`src/rtl/idli_pkg.sv`:
```
// rtl/idli_pkg.sv - shared types for the idli core ALU path.
package idli_pkg;

    typedef enum logic [1:0] {
        ALU_OP_ADD     = 2'd0,
        ALU_OP_AND     = 2'd1,
        ALU_OP_OR_PUTP = 2'd2,
        ALU_OP_XOR     = 2'd3
    } alu_op_t;

    typedef enum logic [1:0] {
        SEQ_IDLE = 2'd0,
        SEQ_RUN  = 2'd1,
        SEQ_DONE = 2'd2
    } seq_state_t;

    localparam int NIBBLE_W = 4;

endpackage

```
`src/rtl/idli_alu_seq_m.sv`:
```
// rtl/idli_alu_seq_m.sv - sequences one WIDTH-bit op through the 4b serial ALU, LS nibble first.
module idli_alu_seq_m
    import idli_pkg::*;
#(
    parameter int WIDTH = 16
) (
    input  logic               i_seq_gck,
    input  logic               i_seq_rst,
    input  logic               i_seq_req_vld,
    output logic               o_seq_req_rdy,
    input  alu_op_t            i_seq_req_op,
    input  logic [WIDTH-1:0]   i_seq_req_lhs,
    input  logic [WIDTH-1:0]   i_seq_req_rhs,
    output alu_op_t            o_seq_alu_op,
    output logic [3:0]         o_seq_alu_lhs,
    output logic [3:0]         o_seq_alu_rhs,
    output logic               o_seq_alu_last,
    input  logic [3:0]         i_seq_alu_out,
    input  logic               i_seq_alu_cout,
    output logic               o_seq_res_vld,
    input  logic               i_seq_res_rdy,
    output logic [WIDTH-1:0]   o_seq_res_data,
    output logic               o_seq_res_flag,
    output logic               o_seq_busy
);

    localparam int NIBBLES = WIDTH / NIBBLE_W;
    localparam int CNT_W   = $clog2(NIBBLES);
    localparam logic [CNT_W-1:0] CNT_LAST = CNT_W'(NIBBLES - 1);

    seq_state_t        state;
    logic [CNT_W-1:0]  cnt;
    alu_op_t           op_q;
    logic [WIDTH-1:0]  lhs_q;
    logic [WIDTH-1:0]  rhs_q;
    logic [WIDTH-1:0]  res_q;
    logic              flag_q;
    logic              last_nib;
    logic              req_fire;

    assign last_nib       = (cnt == CNT_LAST);
    assign o_seq_req_rdy  = (state == SEQ_IDLE) || (state == SEQ_DONE && i_seq_res_rdy);
    assign req_fire       = i_seq_req_vld && o_seq_req_rdy;
    assign o_seq_res_vld  = (state == SEQ_DONE);
    assign o_seq_busy     = (state != SEQ_IDLE);
    // Held high outside RUN so the ALU carry is always clear on nibble 0.
    assign o_seq_alu_last = (state != SEQ_RUN) || last_nib;
    assign o_seq_alu_op   = op_q;
    assign o_seq_alu_lhs  = lhs_q[NIBBLE_W-1:0];
    assign o_seq_alu_rhs  = rhs_q[NIBBLE_W-1:0];
    assign o_seq_res_data = res_q;
    assign o_seq_res_flag = flag_q;

    always_ff @(posedge i_seq_gck) begin
        if (i_seq_rst) begin
            state  <= SEQ_IDLE;
            cnt    <= '0;
            op_q   <= ALU_OP_ADD;
            lhs_q  <= '0;
            rhs_q  <= '0;
            res_q  <= '0;
            flag_q <= 1'b0;
        end else begin
            case (state)
                SEQ_IDLE, SEQ_DONE: begin
                    if (req_fire) begin
                        op_q   <= i_seq_req_op;
                        lhs_q  <= i_seq_req_lhs;
                        rhs_q  <= i_seq_req_rhs;
                        cnt    <= '0;
                        flag_q <= 1'b0;
                        state  <= SEQ_RUN;
                    end else if (state == SEQ_DONE && i_seq_res_rdy) begin
                        state  <= SEQ_IDLE;
                    end
                end
                SEQ_RUN: begin
                    lhs_q <= {NIBBLE_W'(0), lhs_q[WIDTH-1:NIBBLE_W]};
                    rhs_q <= {NIBBLE_W'(0), rhs_q[WIDTH-1:NIBBLE_W]};
                    res_q <= {i_seq_alu_out, res_q[WIDTH-1:NIBBLE_W]};
                    cnt   <= cnt + CNT_W'(1);
                    if (op_q == ALU_OP_ADD && last_nib) begin
                        flag_q <= i_seq_alu_cout;
                    end else if (op_q == ALU_OP_OR_PUTP && cnt == '0) begin
                        flag_q <= i_seq_alu_cout;
                    end
                    if (last_nib) begin
                        state <= SEQ_DONE;
                    end
                end
                default: state <= SEQ_IDLE;
            endcase
        end
    end

endmodule

```
`config.mk`:
```
export PLATFORM = sky130hd
export DESIGN_NAME = idli_alu_seq_m
export DESIGN_NICKNAME = d
export VERILOG_FILES = /design/src/rtl/idli_pkg.sv /design/src/rtl/idli_alu_seq_m.sv
export SDC_FILE = /design/constraint.sdc
export NUM_CORES = 1
export LEC_CHECK = 0
export CELL_PAD_IN_SITES_DETAIL_PLACEMENT = 2
export CELL_PAD_IN_SITES_GLOBAL_PLACEMENT = 2
export CORE_ASPECT_RATIO = 1.2
export CORE_MARGIN = 2
export CORE_UTILIZATION = 24
export DETAILED_ROUTE_END_ITERATION = 16
export PLACE_DENSITY = 0.73
export SETUP_SLACK_MARGIN = 0.15
export SLEW_MARGIN = 20
export SYNTH_ARGS = -nofsm -noshare
export SYNTH_HDL_FRONTEND = slang
export SYNTH_SLANG_ARGS = --single-unit
```
`constraint.sdc`:
```
create_clock -name i_seq_gck -period 1.3 [get_ports i_seq_gck]
set_input_delay 0.13 -clock i_seq_gck [delete_from_list [all_inputs] [get_ports i_seq_gck]]
set_output_delay 0.13 -clock i_seq_gck [all_outputs]
set_load 0.01 [all_outputs]
```
=== Yosys cells after proc, flatten, opt, wreduce, memory -nomap -nowiden ===
Cells that the tools add are included.

* Flip-flop bits (word level): 55
* Output and inout bits: 31
* Logic and storage cells: 47

* Add/subtract/negate cells: 1
* Eq/ne operators: 9
* Multiplexer cells: 14
* Reductions and logical operators: 16

{| class="wikitable"
|+ Operators with widths
! operator !! number
|-
| 16-bit one-hot mux with 2 select lines || 2
|-
| 16-bit 2-to-1 mux || 2
|-
| 2-bit 2-to-1 mux || 4
|-
| 2-bit one-hot mux with 2 select lines || 2
|-
| 2-bit == test, second input constant || 3
|-
| 2-bit zero test || 3
|-
| 3-bit inequality test, second input constant || 2
|-
| 2-bit AND reduction || 3
|-
| 1-bit logical AND || 4
|-
| 2-bit inequality test, second input constant || 2
|-
| 2-bit nonzero test || 2
|-
| 1-bit 2-to-1 mux || 3
|-
| 3-bit AND reduction || 1
|-
| 2-bit by 1-bit adder with 2-bit output, second input constant || 1
|-
| 2-bit by 1-bit == test with 1-bit output, second input constant || 1
|-
| 1-bit logical OR || 2
|-
| 2-bit by 1-bit inequality test with 1-bit output, second input constant || 1
|-
| 1-bit one-hot mux with 2 select lines || 1
|-
| 2-bit OR reduction || 1
|}

=== Longest topological paths before layout ===
* Depth after elaboration: 6
* Mapped depth: 6
* Gate-level depth less buffers: 5

=== Worst setup path after synthesis ===
No wires, ideal clock.

* Kind: register -> register
* Start: register state[0]
* End: register rhs_q[5]
* Library setup time: 0.133 ns
* Data arrival time: 1.186 ns
* Path slack: -0.019 ns
* Cell stages (with the launch flop): 6
* Buffers on the path: 2
* Path through: dfxtp_1 -> and2b_2 -> buf_4 -> buf_2 -> a211oi_1 -> a311oi_1

* Longest elaborated chain between the ends: 6

{| class="wikitable"
|+ RTL lines
! item !! line !! text
|-
| from (decl) || idli_alu_seq_m.sv:31 || <nowiki>seq_state_t state;</nowiki>
|-
| from (signal assigned) || idli_alu_seq_m.sv:56 || <nowiki>state <= SEQ_IDLE;</nowiki>
|-
| from (signal assigned) || idli_alu_seq_m.sv:72 || <nowiki>state <= SEQ_RUN;</nowiki>
|-
| from (signal assigned) || idli_alu_seq_m.sv:74 || <nowiki>state <= SEQ_IDLE;</nowiki>
|-
| 2-bit == test || idli_alu_seq_m.sv:42, idli_alu_seq_m.sv:64 ||
|-
| 1-bit logical AND || idli_alu_seq_m.sv:42 || <nowiki>assign o_seq_req_rdy = (state == SEQ_IDLE) || (state == SEQ_DONE && i_seq_res_rdy);</nowiki>
|-
| 1-bit logical OR || idli_alu_seq_m.sv:42 ||
|-
| 1-bit logical AND || idli_alu_seq_m.sv:43 || <nowiki>assign req_fire = i_seq_req_vld && o_seq_req_rdy;</nowiki>
|-
| 2-bit inequality test (no line) || - ||
|-
| 2-bit AND reduction (no line) || - ||
|-
| to (signal assigned) || idli_alu_seq_m.sv:69 || <nowiki>rhs_q <= i_seq_req_rhs;</nowiki>
|-
| to (signal assigned) || idli_alu_seq_m.sv:79 || <nowiki>rhs_q <= {NIBBLE_W'(0), rhs_q[WIDTH-1:NIBBLE_W]};</nowiki>
|-
| to (decl) || idli_alu_seq_m.sv:35 || <nowiki>logic [WIDTH-1:0] rhs_q;</nowiki>
|}

Several ways; a longest one is shown, not always the timed one.
A chain may end at the register's enable or synchronous reset.

=== Worst setup path in the final report ===
* Start: register state[1]
* End: register cnt[1]

* Longest elaborated chain between the ends: 6

{| class="wikitable"
|+ RTL lines
! item !! line !! text
|-
| 2-bit == test || idli_alu_seq_m.sv:42, idli_alu_seq_m.sv:64 ||
|-
| 1-bit logical AND || idli_alu_seq_m.sv:42 ||
|-
| 1-bit logical OR || idli_alu_seq_m.sv:42 ||
|-
| 1-bit logical AND || idli_alu_seq_m.sv:43 ||
|-
| 2-bit inequality test (no line) || - ||
|-
| 2-bit AND reduction (no line) || - ||
|-
| to (signal assigned) || idli_alu_seq_m.sv:81 || <nowiki>cnt <= cnt + CNT_W'(1);</nowiki>
|-
| to (decl) || idli_alu_seq_m.sv:32 || <nowiki>logic [CNT_W-1:0] cnt;</nowiki>
|}

Several ways; a longest one is shown, not always the timed one.

==> reports/metrics.cfg <==
[run_status]
status=finished, violations left
violations=negative setup slack

[floorplan]
die_h_um=115
die_w_um=96.5
rows=40
die_area_sq_um=11100
start_util=0.246
num_io_pins=74
coreArea_sq_um=10000

[cells_and_area]
fillers=1057
drive_above_1_share=0.428
regArea_sq_um=1130
finalInstanceArea_sq_um=4420
n_antenna_cell=0
nets=434
final_util=0.442
multi_input_area_sq_um=1630
areaGrowthSynthToFinish_pct=79.4

[routing]
vias_per_cell=5.08
wire_per_inst_um=20.2
dr.pass1.iters=4
vias=2620
initialDrtViolationCount=47
drc_errors=0
wl_um=10400
ant_nets=0

[sta]
fin_ws_ns=-0.0691
fmax_mhz=730
min_period_over_period=1.05
max_slew_margin=0.717
rsz0062_at_grt=true
worstMarginPinSlew_ns=0.425
hold_violations=0
skew_ns=0.00869
drv_slew=0
fin_tns_setup_ns=-1.01
setup_viol=27
finalWorstPathRequiredPeriod_ns=1.37

[global_route]
grt-ovfl-total=0
grt_pass1_wl_um=14400
grt_max_degree=49
grt_usage=0.167
grt_pass1_vias=2769
busiest_layer=met2
met3_usage=0.0465
grt_use_met1=0.203
grt.met2_usage=0.287
grt_antenna_before_repair=0

[pwr]
power_frac_seq=0.415
p_int_mw=3.22
leakagePower_nw=1.72
clock_power_share=0.312
netSwitchingPower_mw=1.42
peakVddDrop_mv=0.475
sw_frac_of_total=0.305
combPwrFrac=0.273
power_per_cell_area_nw_per_um2=1050

[clocking]
postCtsHoldBufs=0
cts_buffers=5
tritoncts=done
clockBufferDepth=2
clkSlewWorstSetupHoldPaths_ns=0.07
cts_sinks=55
root_buffer=clkbuf_16
clock_latency_ns=0.31
htree_levels=2

[critical_path]
cp_max_fo=25
cp.required_ns=1.49
start_kind=flip-flop
cp.arrival_ns=1.56
worstSetupEndpointType=flip-flop
setup.worst_path.start=state[1]
crit_type=flip-flop to flip-flop
rr_startpoint=state[1]

[place]
dpl_worst_slack_ns=-0.347
post-dp-hpwl_um=5710
gp_congestion=0.724
io_buffers=73
dpl_cell_area_sq_um=3490

[min_path]
hold_class=input pin to flip-flop
hold_start=i_seq_rst

[synth]
ys_warn_count=0
syn-num-nets=346
synth_fa_ha_area_frac=0.0102
synth_area_sq_um=2460
synth_top_family_by_area=compound AO/OA/AOI/OAI gates
seq_area_frac_synth=0.447
avgSynthCellArea_sq_um=8.19
synth_seq_cells=55
synth_compound_gate_area_share=0.260
netlist-cell-type-count=29
yosys.area_share.xor_xnor=0
synthCells=301
synth-simple-area-share=0.189
synth_mux_area_frac=0.00406

[run]
drv_cap=0

## worst paths after layout
kind / endpoint / slack [ns] / cells after the start
setup / recovery: cnt[1] / -0.07 / 5
hold reg to reg: o_seq_res_data[6] / 0.48 / 2
hold / removal: o_seq_res_flag / 0.25 / 2
setup reg to reg: cnt[1] / -0.07 / 5
## power groups by stage
stage	registers [mW]	logic [mW]	clock network [mW]
3_3_place_gp	1.94	0.891	0
2_1_floorplan	1.92	0.555	0
4_1_cts	1.90	0.945	1.47
6_report	1.92	1.27	1.45
5_1_grt	1.94	1.35	1.55
3_5_place_dp	1.94	0.915	0
## what timing repair did
action,in CTS,in global routing
setup buffers,1,17
resized for setup,81,106
cloned,3,6
pin swaps,7,43
endpoints found under the setup margin,86,60
hold endpoints to repair,0,0
## cell usage after synthesis
library cell | n | share of area
nand3_1 | 10 | 0.020
buf_2 | 18 | 0.037
and2b_2 | 2 | 0.0071
o21ai_0 | 7 | 0.014
a21oi_1 | 29 | 0.059
inv_1 | 3 | 0.0046
or3b_1 | 2 | 0.0071
nand2b_1 | 5 | 0.013
dfxtp_1 | 55 | 0.45
o221ai_1 | 1 | 0.0036
buf_1 | 1 | 0.0015
o211ai_1 | 4 | 0.012
or2b_1 | 1 | 0.0030
a21o_1 | 1 | 0.0030
and2b_1 | 1 | 0.0030
or2_2 | 1 | 0.0025
nand2_1 | 82 | 0.12
nor2b_1 | 1 | 0.0025
nand3b_1 | 1 | 0.0030
ha_1 | 2 | 0.010
a311oi_1 | 24 | 0.085
o31ai_1 | 1 | 0.0030
o21ai_2 | 1 | 0.0036
nor2_1 | 2 | 0.0030
buf_4 | 11 | 0.034
a22oi_1 | 1 | 0.0030
mux2i_1 | 1 | 0.0041
clkbuf_1 | 9 | 0.014
a211oi_1 | 24 | 0.073
## worst max-delay path: stages, from the launching register on
cell and delay, ns:
dfxtp_4 0.41, and2b_2 0.19, buf_6 0.14, o21ai_4 0.07
buf_12 0.17, o31ai_1 0.27
## metal layers
layer	vias to the layer above	share of wire
met5	-	0
met4	0	0.016
met3	13	0.054
met2	68	0.51
met1	1304	0.42
li1	1235	-
## logic make-up (layout without fill, tap and decap cells)
group | Yosys count | after routing
adders and majority gates | 2 | 2
AOI/OAI and AO/OA | 93 | 93
and+or+nand+nor | 108 | 108
buffers and inverters | 42 | 131
DFF | 55 | 55
muxes | 1 | 1
## state kept, by name, indices dropped and copies added (netlist names)
register        cells
lhs_q              16
o_seq_res_data     16
rhs_q              16
cnt                 2
o_seq_alu_op        2
state               2
o_seq_res_flag      1
## metrics by stage
step / hold slack (ns) / std cells / total power, mW
final: 0.255 / 516 / 4.63
after global routing: 0.276 / 516 / 4.84
after CTS: 0.230 / 493 / 4.31
after detailed placement: 0.457 / 481 / 2.86
after global placement: 0.444 / 481 / 2.83
after floorplan: 0.263 / 301 / 2.48
## layout by cell type, fill, tap and decap left out, types with 14 or more instances in the layout
cell,n
nand2_4,16
buf_6,15
nand2_1,66
dfxtp_1,39
clkdlybuf4s50_1,41
a311oi_1,18
dfxtp_2,14
a211oi_2,21
a21oi_2,20
buf_4,17
dlygate4sd2_1,24
## final cells by class
class                      count  share of cell area
inverter                       3             0.00311
clock inverter                 3             0.00623
clock buffer                   5              0.0283
sequential                    55               0.255
multi-input combinational    204               0.368
timing repair buffer         120               0.304
tap                          126              0.0357
No activity file was read; power rests on OpenSTA's default activity.
